$ cat src/rtl/traffic_pkg.sv
// Shared light-code constants, checker state encoding and phase-order helper.
package traffic_pkg;

    localparam int unsigned CODE_W = 3;

    localparam logic [CODE_W-1:0] LIGHT_GREEN  = 3'b001;
    localparam logic [CODE_W-1:0] LIGHT_YELLOW = 3'b010;
    localparam logic [CODE_W-1:0] LIGHT_RED    = 3'b011;

    typedef enum logic [1:0] {
        INIT = 2'd0,
        G    = 2'd1,
        Y    = 2'd2,
        R    = 2'd3
    } light_state_e;

    // Only successor a phase may legally move to; INIT has none of its own.
    function automatic light_state_e legal_next(input light_state_e s);
        light_state_e n;
        case (s)
            G:       n = Y;
            Y:       n = R;
            R:       n = G;
            default: n = INIT;
        endcase
        return n;
    endfunction

endpackage

$ cat src/rtl/traffic_monitor_if.sv
// Light-code bus between the intersection controller and its monitor.
interface traffic_monitor_if;
    import traffic_pkg::*;

    logic [CODE_W-1:0] light_ns;
    logic [CODE_W-1:0] light_ew;
    logic              clr_faults;

    modport master (output light_ns, output light_ew, output clr_faults);
    modport slave  (input  light_ns, input  light_ew, input  clr_faults);
endinterface

$ cat src/rtl/light_dir_checker.sv
// Per-direction phase checker: decodes one light code, tracks phase and
// dwell, and raises single-cycle error pulses for the top to accumulate.
module light_dir_checker
    import traffic_pkg::*;
#(
    parameter int unsigned CNT_W      = 6,
    parameter int unsigned MIN_GREEN  = 4,
    parameter int unsigned MAX_GREEN  = 16,
    parameter int unsigned MIN_YELLOW = 2,
    parameter int unsigned MAX_YELLOW = 4,
    parameter int unsigned MAX_RED    = 24
) (
    input  logic              clk,
    input  logic              rst_n,
    input  logic [CODE_W-1:0] code,
    output logic [CNT_W-1:0]  dwell,
    output logic              valid_c,
    output logic              red_c,
    output logic              seq_err_c,
    output logic              timing_err_c,
    output logic              code_err_c,
    output logic              cycle_c
);

    localparam logic [CNT_W-1:0] DWELL_SAT = '1;

    light_state_e     state_q, state_d;
    light_state_e     code_st;
    logic [CNT_W-1:0] dwell_q, dwell_d;
    logic [CNT_W-1:0] max_dwell;
    logic [CNT_W-1:0] min_dwell;

    // Decode the sampled code into a phase.
    always_comb begin
        code_st = INIT;
        valid_c = 1'b0;
        case (code)
            LIGHT_GREEN:  begin code_st = G; valid_c = 1'b1; end
            LIGHT_YELLOW: begin code_st = Y; valid_c = 1'b1; end
            LIGHT_RED:    begin code_st = R; valid_c = 1'b1; end
            default:      begin code_st = INIT; valid_c = 1'b0; end
        endcase
        red_c = (code == LIGHT_RED);
    end

    // Dwell bounds for the phase currently held (red has no minimum).
    always_comb begin
        max_dwell = DWELL_SAT;
        min_dwell = '0;
        case (state_q)
            G: begin max_dwell = CNT_W'(MAX_GREEN);  min_dwell = CNT_W'(MIN_GREEN);  end
            Y: begin max_dwell = CNT_W'(MAX_YELLOW); min_dwell = CNT_W'(MIN_YELLOW); end
            R: begin max_dwell = CNT_W'(MAX_RED);    min_dwell = '0;                 end
            default: begin max_dwell = DWELL_SAT;    min_dwell = '0;                 end
        endcase
    end

    // Next phase, dwell and error pulses.
    always_comb begin
        state_d      = state_q;
        dwell_d      = dwell_q;
        seq_err_c    = 1'b0;
        timing_err_c = 1'b0;
        code_err_c   = 1'b0;
        cycle_c      = 1'b0;
        if (!valid_c) begin
            code_err_c = 1'b1;
            state_d    = INIT;
            dwell_d    = '0;
        end else if (state_q == INIT) begin
            state_d = code_st;
            dwell_d = CNT_W'(1);
        end else if (code_st == state_q) begin
            // Overrun fires only on the step from max to max+1.
            timing_err_c = (dwell_q == max_dwell) && (dwell_q != DWELL_SAT);
            dwell_d      = (dwell_q == DWELL_SAT) ? dwell_q : dwell_q + CNT_W'(1);
        end else begin
            seq_err_c    = (code_st != legal_next(state_q));
            timing_err_c = (dwell_q < min_dwell);
            cycle_c      = (state_q == R) && (code_st == G);
            state_d      = code_st;
            dwell_d      = CNT_W'(1);
        end
    end

    // Phase and dwell registers.
    always_ff @(posedge clk or negedge rst_n) begin
        if (!rst_n) begin
            state_q <= INIT;
            dwell_q <= '0;
        end else begin
            state_q <= state_d;
            dwell_q <= dwell_d;
        end
    end

    assign dwell = dwell_q;

endmodule

$ cat src/rtl/traffic_monitor.sv
// Passive monitor of the intersection light bus: per-direction phase
// checking, cross-direction conflict detection, sticky fault reporting.
module traffic_monitor
    import traffic_pkg::*;
#(
    parameter int unsigned CNT_W      = 6,
    parameter int unsigned MIN_GREEN  = 4,
    parameter int unsigned MAX_GREEN  = 16,
    parameter int unsigned MIN_YELLOW = 2,
    parameter int unsigned MAX_YELLOW = 4,
    parameter int unsigned MAX_RED    = 24
) (
    input  logic                clk,
    input  logic                rst_n,
    traffic_monitor_if.slave    bus,
    output logic                fault_conflict,
    output logic                fault_code,
    output logic                fault_seq,
    output logic                fault_timing,
    output logic                fault,
    output logic [1:0]          fault_dir,
    output logic [7:0]          ns_cycles,
    output logic [CNT_W-1:0]    dwell_ns,
    output logic [CNT_W-1:0]    dwell_ew
);

    logic ns_valid_c, ns_red_c, ns_seq_c, ns_tim_c, ns_code_c, ns_cycle_c;
    logic ew_valid_c, ew_red_c, ew_seq_c, ew_tim_c, ew_code_c, ew_cycle_unused;
    logic conflict_c;
    logic [1:0] dir_c;

    light_dir_checker #(
        .CNT_W(CNT_W), .MIN_GREEN(MIN_GREEN), .MAX_GREEN(MAX_GREEN),
        .MIN_YELLOW(MIN_YELLOW), .MAX_YELLOW(MAX_YELLOW), .MAX_RED(MAX_RED)
    ) u_ns (
        .clk(clk), .rst_n(rst_n), .code(bus.light_ns), .dwell(dwell_ns),
        .valid_c(ns_valid_c), .red_c(ns_red_c), .seq_err_c(ns_seq_c),
        .timing_err_c(ns_tim_c), .code_err_c(ns_code_c), .cycle_c(ns_cycle_c)
    );

    light_dir_checker #(
        .CNT_W(CNT_W), .MIN_GREEN(MIN_GREEN), .MAX_GREEN(MAX_GREEN),
        .MIN_YELLOW(MIN_YELLOW), .MAX_YELLOW(MAX_YELLOW), .MAX_RED(MAX_RED)
    ) u_ew (
        .clk(clk), .rst_n(rst_n), .code(bus.light_ew), .dwell(dwell_ew),
        .valid_c(ew_valid_c), .red_c(ew_red_c), .seq_err_c(ew_seq_c),
        .timing_err_c(ew_tim_c), .code_err_c(ew_code_c), .cycle_c(ew_cycle_unused)
    );

    // Both directions showing valid non-red codes at once.
    assign conflict_c = ns_valid_c && ew_valid_c && !ns_red_c && !ew_red_c;
    assign dir_c      = {ew_seq_c | ew_tim_c | ew_code_c, ns_seq_c | ns_tim_c | ns_code_c};

    // Sticky flags: clear replaces history, but new faults on the same edge survive.
    always_ff @(posedge clk or negedge rst_n) begin
        if (!rst_n) begin
            fault_conflict <= 1'b0;
            fault_code     <= 1'b0;
            fault_seq      <= 1'b0;
            fault_timing   <= 1'b0;
            fault_dir      <= 2'b00;
        end else if (bus.clr_faults) begin
            fault_conflict <= conflict_c;
            fault_code     <= ns_code_c | ew_code_c;
            fault_seq      <= ns_seq_c | ew_seq_c;
            fault_timing   <= ns_tim_c | ew_tim_c;
            fault_dir      <= dir_c;
        end else begin
            fault_conflict <= fault_conflict | conflict_c;
            fault_code     <= fault_code | ns_code_c | ew_code_c;
            fault_seq      <= fault_seq | ns_seq_c | ew_seq_c;
            fault_timing   <= fault_timing | ns_tim_c | ew_tim_c;
            fault_dir      <= fault_dir | dir_c;
        end
    end

    // Completed NS cycles, saturating.
    always_ff @(posedge clk or negedge rst_n) begin
        if (!rst_n) begin
            ns_cycles <= 8'd0;
        end else if (ns_cycle_c && (ns_cycles != 8'hFF)) begin
            ns_cycles <= ns_cycles + 8'd1;
        end
    end

    assign fault = fault_conflict | fault_code | fault_seq | fault_timing;

endmodule

$ cat src/flat_wrapper.sv
// flat-port wrapper written by rule: the top's interface ports become plain ports
module traffic_monitor_flat import traffic_pkg::*;
#(
    parameter int unsigned CNT_W      = 6,
    parameter int unsigned MIN_GREEN  = 4,
    parameter int unsigned MAX_GREEN  = 16,
    parameter int unsigned MIN_YELLOW = 2,
    parameter int unsigned MAX_YELLOW = 4,
    parameter int unsigned MAX_RED    = 24
)
  (clk, rst_n, fault_conflict, fault_code, fault_seq, fault_timing, fault, fault_dir, ns_cycles, dwell_ns, dwell_ew, bus_light_ns, bus_light_ew, bus_clr_faults);
  traffic_monitor_if bus_i ();
  input  logic clk;
  input  logic rst_n;
  output logic fault_conflict;
  output logic fault_code;
  output logic fault_seq;
  output logic fault_timing;
  output logic fault;
  output logic [1:0] fault_dir;
  output logic [7:0] ns_cycles;
  output logic [CNT_W-1:0] dwell_ns;
  output logic [CNT_W-1:0] dwell_ew;
  input wire logic [$bits(bus_i.light_ns)-1:0] bus_light_ns;
  input wire logic [$bits(bus_i.light_ew)-1:0] bus_light_ew;
  input wire logic [$bits(bus_i.clr_faults)-1:0] bus_clr_faults;
  assign bus_i.light_ns = bus_light_ns;
  assign bus_i.light_ew = bus_light_ew;
  assign bus_i.clr_faults = bus_clr_faults;
  traffic_monitor #(.CNT_W(CNT_W), .MIN_GREEN(MIN_GREEN), .MAX_GREEN(MAX_GREEN), .MIN_YELLOW(MIN_YELLOW), .MAX_YELLOW(MAX_YELLOW), .MAX_RED(MAX_RED)) u_core (.clk(clk), .rst_n(rst_n), .bus(bus_i), .fault_conflict(fault_conflict), .fault_code(fault_code), .fault_seq(fault_seq), .fault_timing(fault_timing), .fault(fault), .fault_dir(fault_dir), .ns_cycles(ns_cycles), .dwell_ns(dwell_ns), .dwell_ew(dwell_ew));
endmodule
$ cat config.mk
export PLATFORM = sky130hd
export DESIGN_NAME = traffic_monitor_flat
export DESIGN_NICKNAME = d
export VERILOG_FILES = /design/src/rtl/traffic_pkg.sv /design/src/rtl/traffic_monitor_if.sv /design/src/rtl/light_dir_checker.sv /design/src/rtl/traffic_monitor.sv /design/src/flat_wrapper.sv
export SDC_FILE = /design/constraint.sdc
export NUM_CORES = 1
export LEC_CHECK = 0
export CAP_MARGIN = 20
export CORE_UTILIZATION = 56
export DETAILED_ROUTE_END_ITERATION = 6
export PLACE_DENSITY = 0.85
export REMOVE_ABC_BUFFERS = 1
export SLEW_MARGIN = 20
export SYNTH_ARGS = -nofsm -noshare
export SYNTH_HDL_FRONTEND = slang
export SYNTH_SLANG_ARGS = --single-unit
export TNS_END_PERCENT = 1
$ cat constraint.sdc
create_clock -name clk -period 3.4 [get_ports clk]
set_input_delay 0.68 -clock clk [delete_from_list [all_inputs] [get_ports clk]]
set_output_delay 0.68 -clock clk [all_outputs]
set_load 0.005 [all_outputs]
==> results.json <==
{
  "status": "finished, final reports clean",
  "power_density_nw_per_um2": 307,
  "grt_max_degree": 31,
  "final_cell_mix": "clkdlybuf4s50_1, dfrtp_1, nor2_1",
  "path_class": "reg -> out",
  "insertedDiodeCount": 0,
  "placementRows": 21,
  "layout-drive-gt1-share_pct": 7.88,
  "grt_pass1_wl_um": 6580,
  "antenna_left": 0,
  "cts_made_buffers": 5,
  "cts_hold_buf": 0,
  "synth_seq_area_share_pct": 38.7,
  "ff2ff_path_depth": 7,
  "worst_pin_slew_ns": 0.463,
  "r2r-start": "u_core.u_ns.state_q[0]",
  "place.gp.congestion": 0.831,
  "fin_crit_ns": 2.42,
  "die_h_um": 60.9,
  "syn_avg_cell_area_um2": 9.51,
  "drv_slew": 0,
  "fin_cells": 287,
  "dr.pass1.iters": 5,
  "wirelength_um": 4090,
  "grt_overflow_total": 0,
  "cts_max_path_buffers": 2,
  "rr_endpoint": "u_core.ns_cycles[7]",
  "min_period_over_period_pct": 71.3,
  "grt_antenna_before_repair": 0,
  "vias": 1658,
  "rrSetupSlack_ns": 1.24,
  "track_usage_pct": 24.6,
  "path_clk_slew_ns": 0.10,
  "cp_max_fo": 3,
  "fin_nets": 262,
  "hp-start": "u_core.ns_cycles[6]",
  "synth_ff_type": "dfrtp_1",
  "hold_viol": 0,
  "min_to": "u_core.ns_cycles[6]",
  "synthArstFlopShare_pct": 100,
  "peakVddDrop_mv": 0.229,
  "cts.sinks": 30,
  "cap_violations": 0,
  "core_um2": 3340,
  "vias_per_cell": 5.78,
  "syn_to_final_growth_pct": 22.1,
  "num_io_pins": 36,
  "port-buffer-count": 35,
  "dieArea_um2": 3700,
  "drt_iter0_markers": 135,
  "synthDistinctLibCells": 46,
  "drc": 0,
  "die_w_um": 60.9,
  "skew_ns": 0.00746,
  "cts_tree": "built",
  "rsz0062_at_grt": "false",
  "postCtsSetupBuffers": 0,
  "cts_root_buf": "clkbuf_4",
  "critPathLaunchType": "flip-flop",
  "syn_area_um2": 1940,
  "cp.arrival_ns": 1.74,
  "cellLeakagePower_nw": 1.01,
  "first_global_vias": 1483,
  "start_util_pct": 58.2,
  "hold_path_depth": 1,
  "routedWlPerCell_um": 14.3,
  "synthCells": 204,
  "slew_headroom_pct": 69.0,
  "clkLatencyLatePin_ns": 0.34,
  "finalSetupViolCount": 0,
  "fmax_mhz": 413,
  "final.setup.tns_ns": 0,
  "critPathRequiredTime_ns": 2.72,
  "post_cts_resized": 0,
  "dpl.cell_count": 279,
  "final_common_cell": "clkdlybuf4s50_1",
  "synth_edf_count": 0,
  "synth-seq-cells": 30,
  "min_path_type": "reg -> reg",
  "ys_warn_count": 0,
  "worstSetupStartpoint": "u_core.fault_code",
  "crit_path_end_kind": "output pin",
  "dp_hpwl_um": 2930,
  "cts.htree.levels": 2
}
[state kept, by name, indices dropped and copies added (netlist names)]
signal,cells
u_core.u_ew.state_q,2
u_core.ns_cycles,8
u_core.fault_code,1
u_core.fault_seq,1
u_core.u_ns.state_q,2
u_core.fault_conflict,1
u_core.fault_timing,1
u_core.u_ns.dwell,6
u_core.fault_dir,2
u_core.u_ew.dwell,6
[logic make-up (layout without fill, tap and decap cells)]
group	Yosys count	count (layout)	synth area share (%)
adder cells (fa/ha/maj)	13	13	8.38
AO/OA/AOI/OAI	35	35	12.6
XOR/XNOR	20	20	9.03
AND/OR/NAND/NOR	83	83	24.8
flip-flops	30	30	38.7
multiplexers	3	3	1.61
buffers and inverters	20	57	4.96
[cell type report]
cell class,count,area (µm²)
timing repair buffer,36,358
clock inverter,1,5.00
clock buffer,7,55.1
fill,267,968
sequential,30,751
inverter,13,48.8
multi-input combinational,154,1090
tap,46,57.6
[routing by layer]
metal  vias to the layer above  part of all wire, %  GRT usage (%)
li1                        804                    -              -
met4                         0                  1.5           7.79
met5                         -                    0              0
met2                        33                   50           42.9
met1                       813                   45           30.1
met3                         8                  3.2           5.76
[worst max path at each step]
stage | endpoint | slack [ns]
6_report | fault | 0.98
5_1_grt | fault | 0.90
4_1_cts | fault | 0.96
3_5_place_dp | u_core.ns_cycles[1] | 0.78
3_3_place_gp | u_core.ns_cycles[1] | 0.82
2_1_floorplan | u_core.ns_cycles[1] | 1.58
[synth_stat cells, drive strengths merged, types with 3 or more instances]
master	count	share of area (%)
nor3	7	1.8
inv	13	2.5
nor3b	3	1.2
and3	8	3.2
nand3	11	2.8
xor2	11	5.0
nand2	7	1.4
a211o	3	1.4
nor4	5	1.6
or3	4	1.3
o21ai	16	4.3
xnor2	9	4.1
nor2	19	3.7
buf	4	1.4
a31oi	4	1.3
nor2b	5	1.6
clkbuf	3	1.1
or4	3	1.5
nor4b	3	1.4
dfrtp	30	39
ha	13	8.4
[report_power, final]
part | internal (mW) | switching (mW)
registers | 0.369 | 0.0144
clock network | 0.100 | 0.130
logic | 0.0581 | 0.0555
total | 0.527 | 0.200
[worst max-delay path, cell delays in order (launching register included)]
cell,delay [ns]
dfrtp_1,0.42
or4_1,0.52
clkdlybuf4s50_1,0.46
[per-stage QoR]
stage	utilization (%)	worst slack [ns]	power, mW	area (µm²)	hold WS [ns]
2_1_floorplan	-	1.58	0.444	1890	0.384
3_3_place_gp	69.2	0.821	0.501	2310	0.486
3_5_place_dp	69.2	0.784	0.504	2310	0.491
4_1_cts	71.0	0.957	0.734	2370	0.504
5_1_grt	71.0	0.901	0.760	2370	0.531
6_report	71.0	0.976	0.727	2370	0.506
No activity file was read; power rests on OpenSTA's default activity.
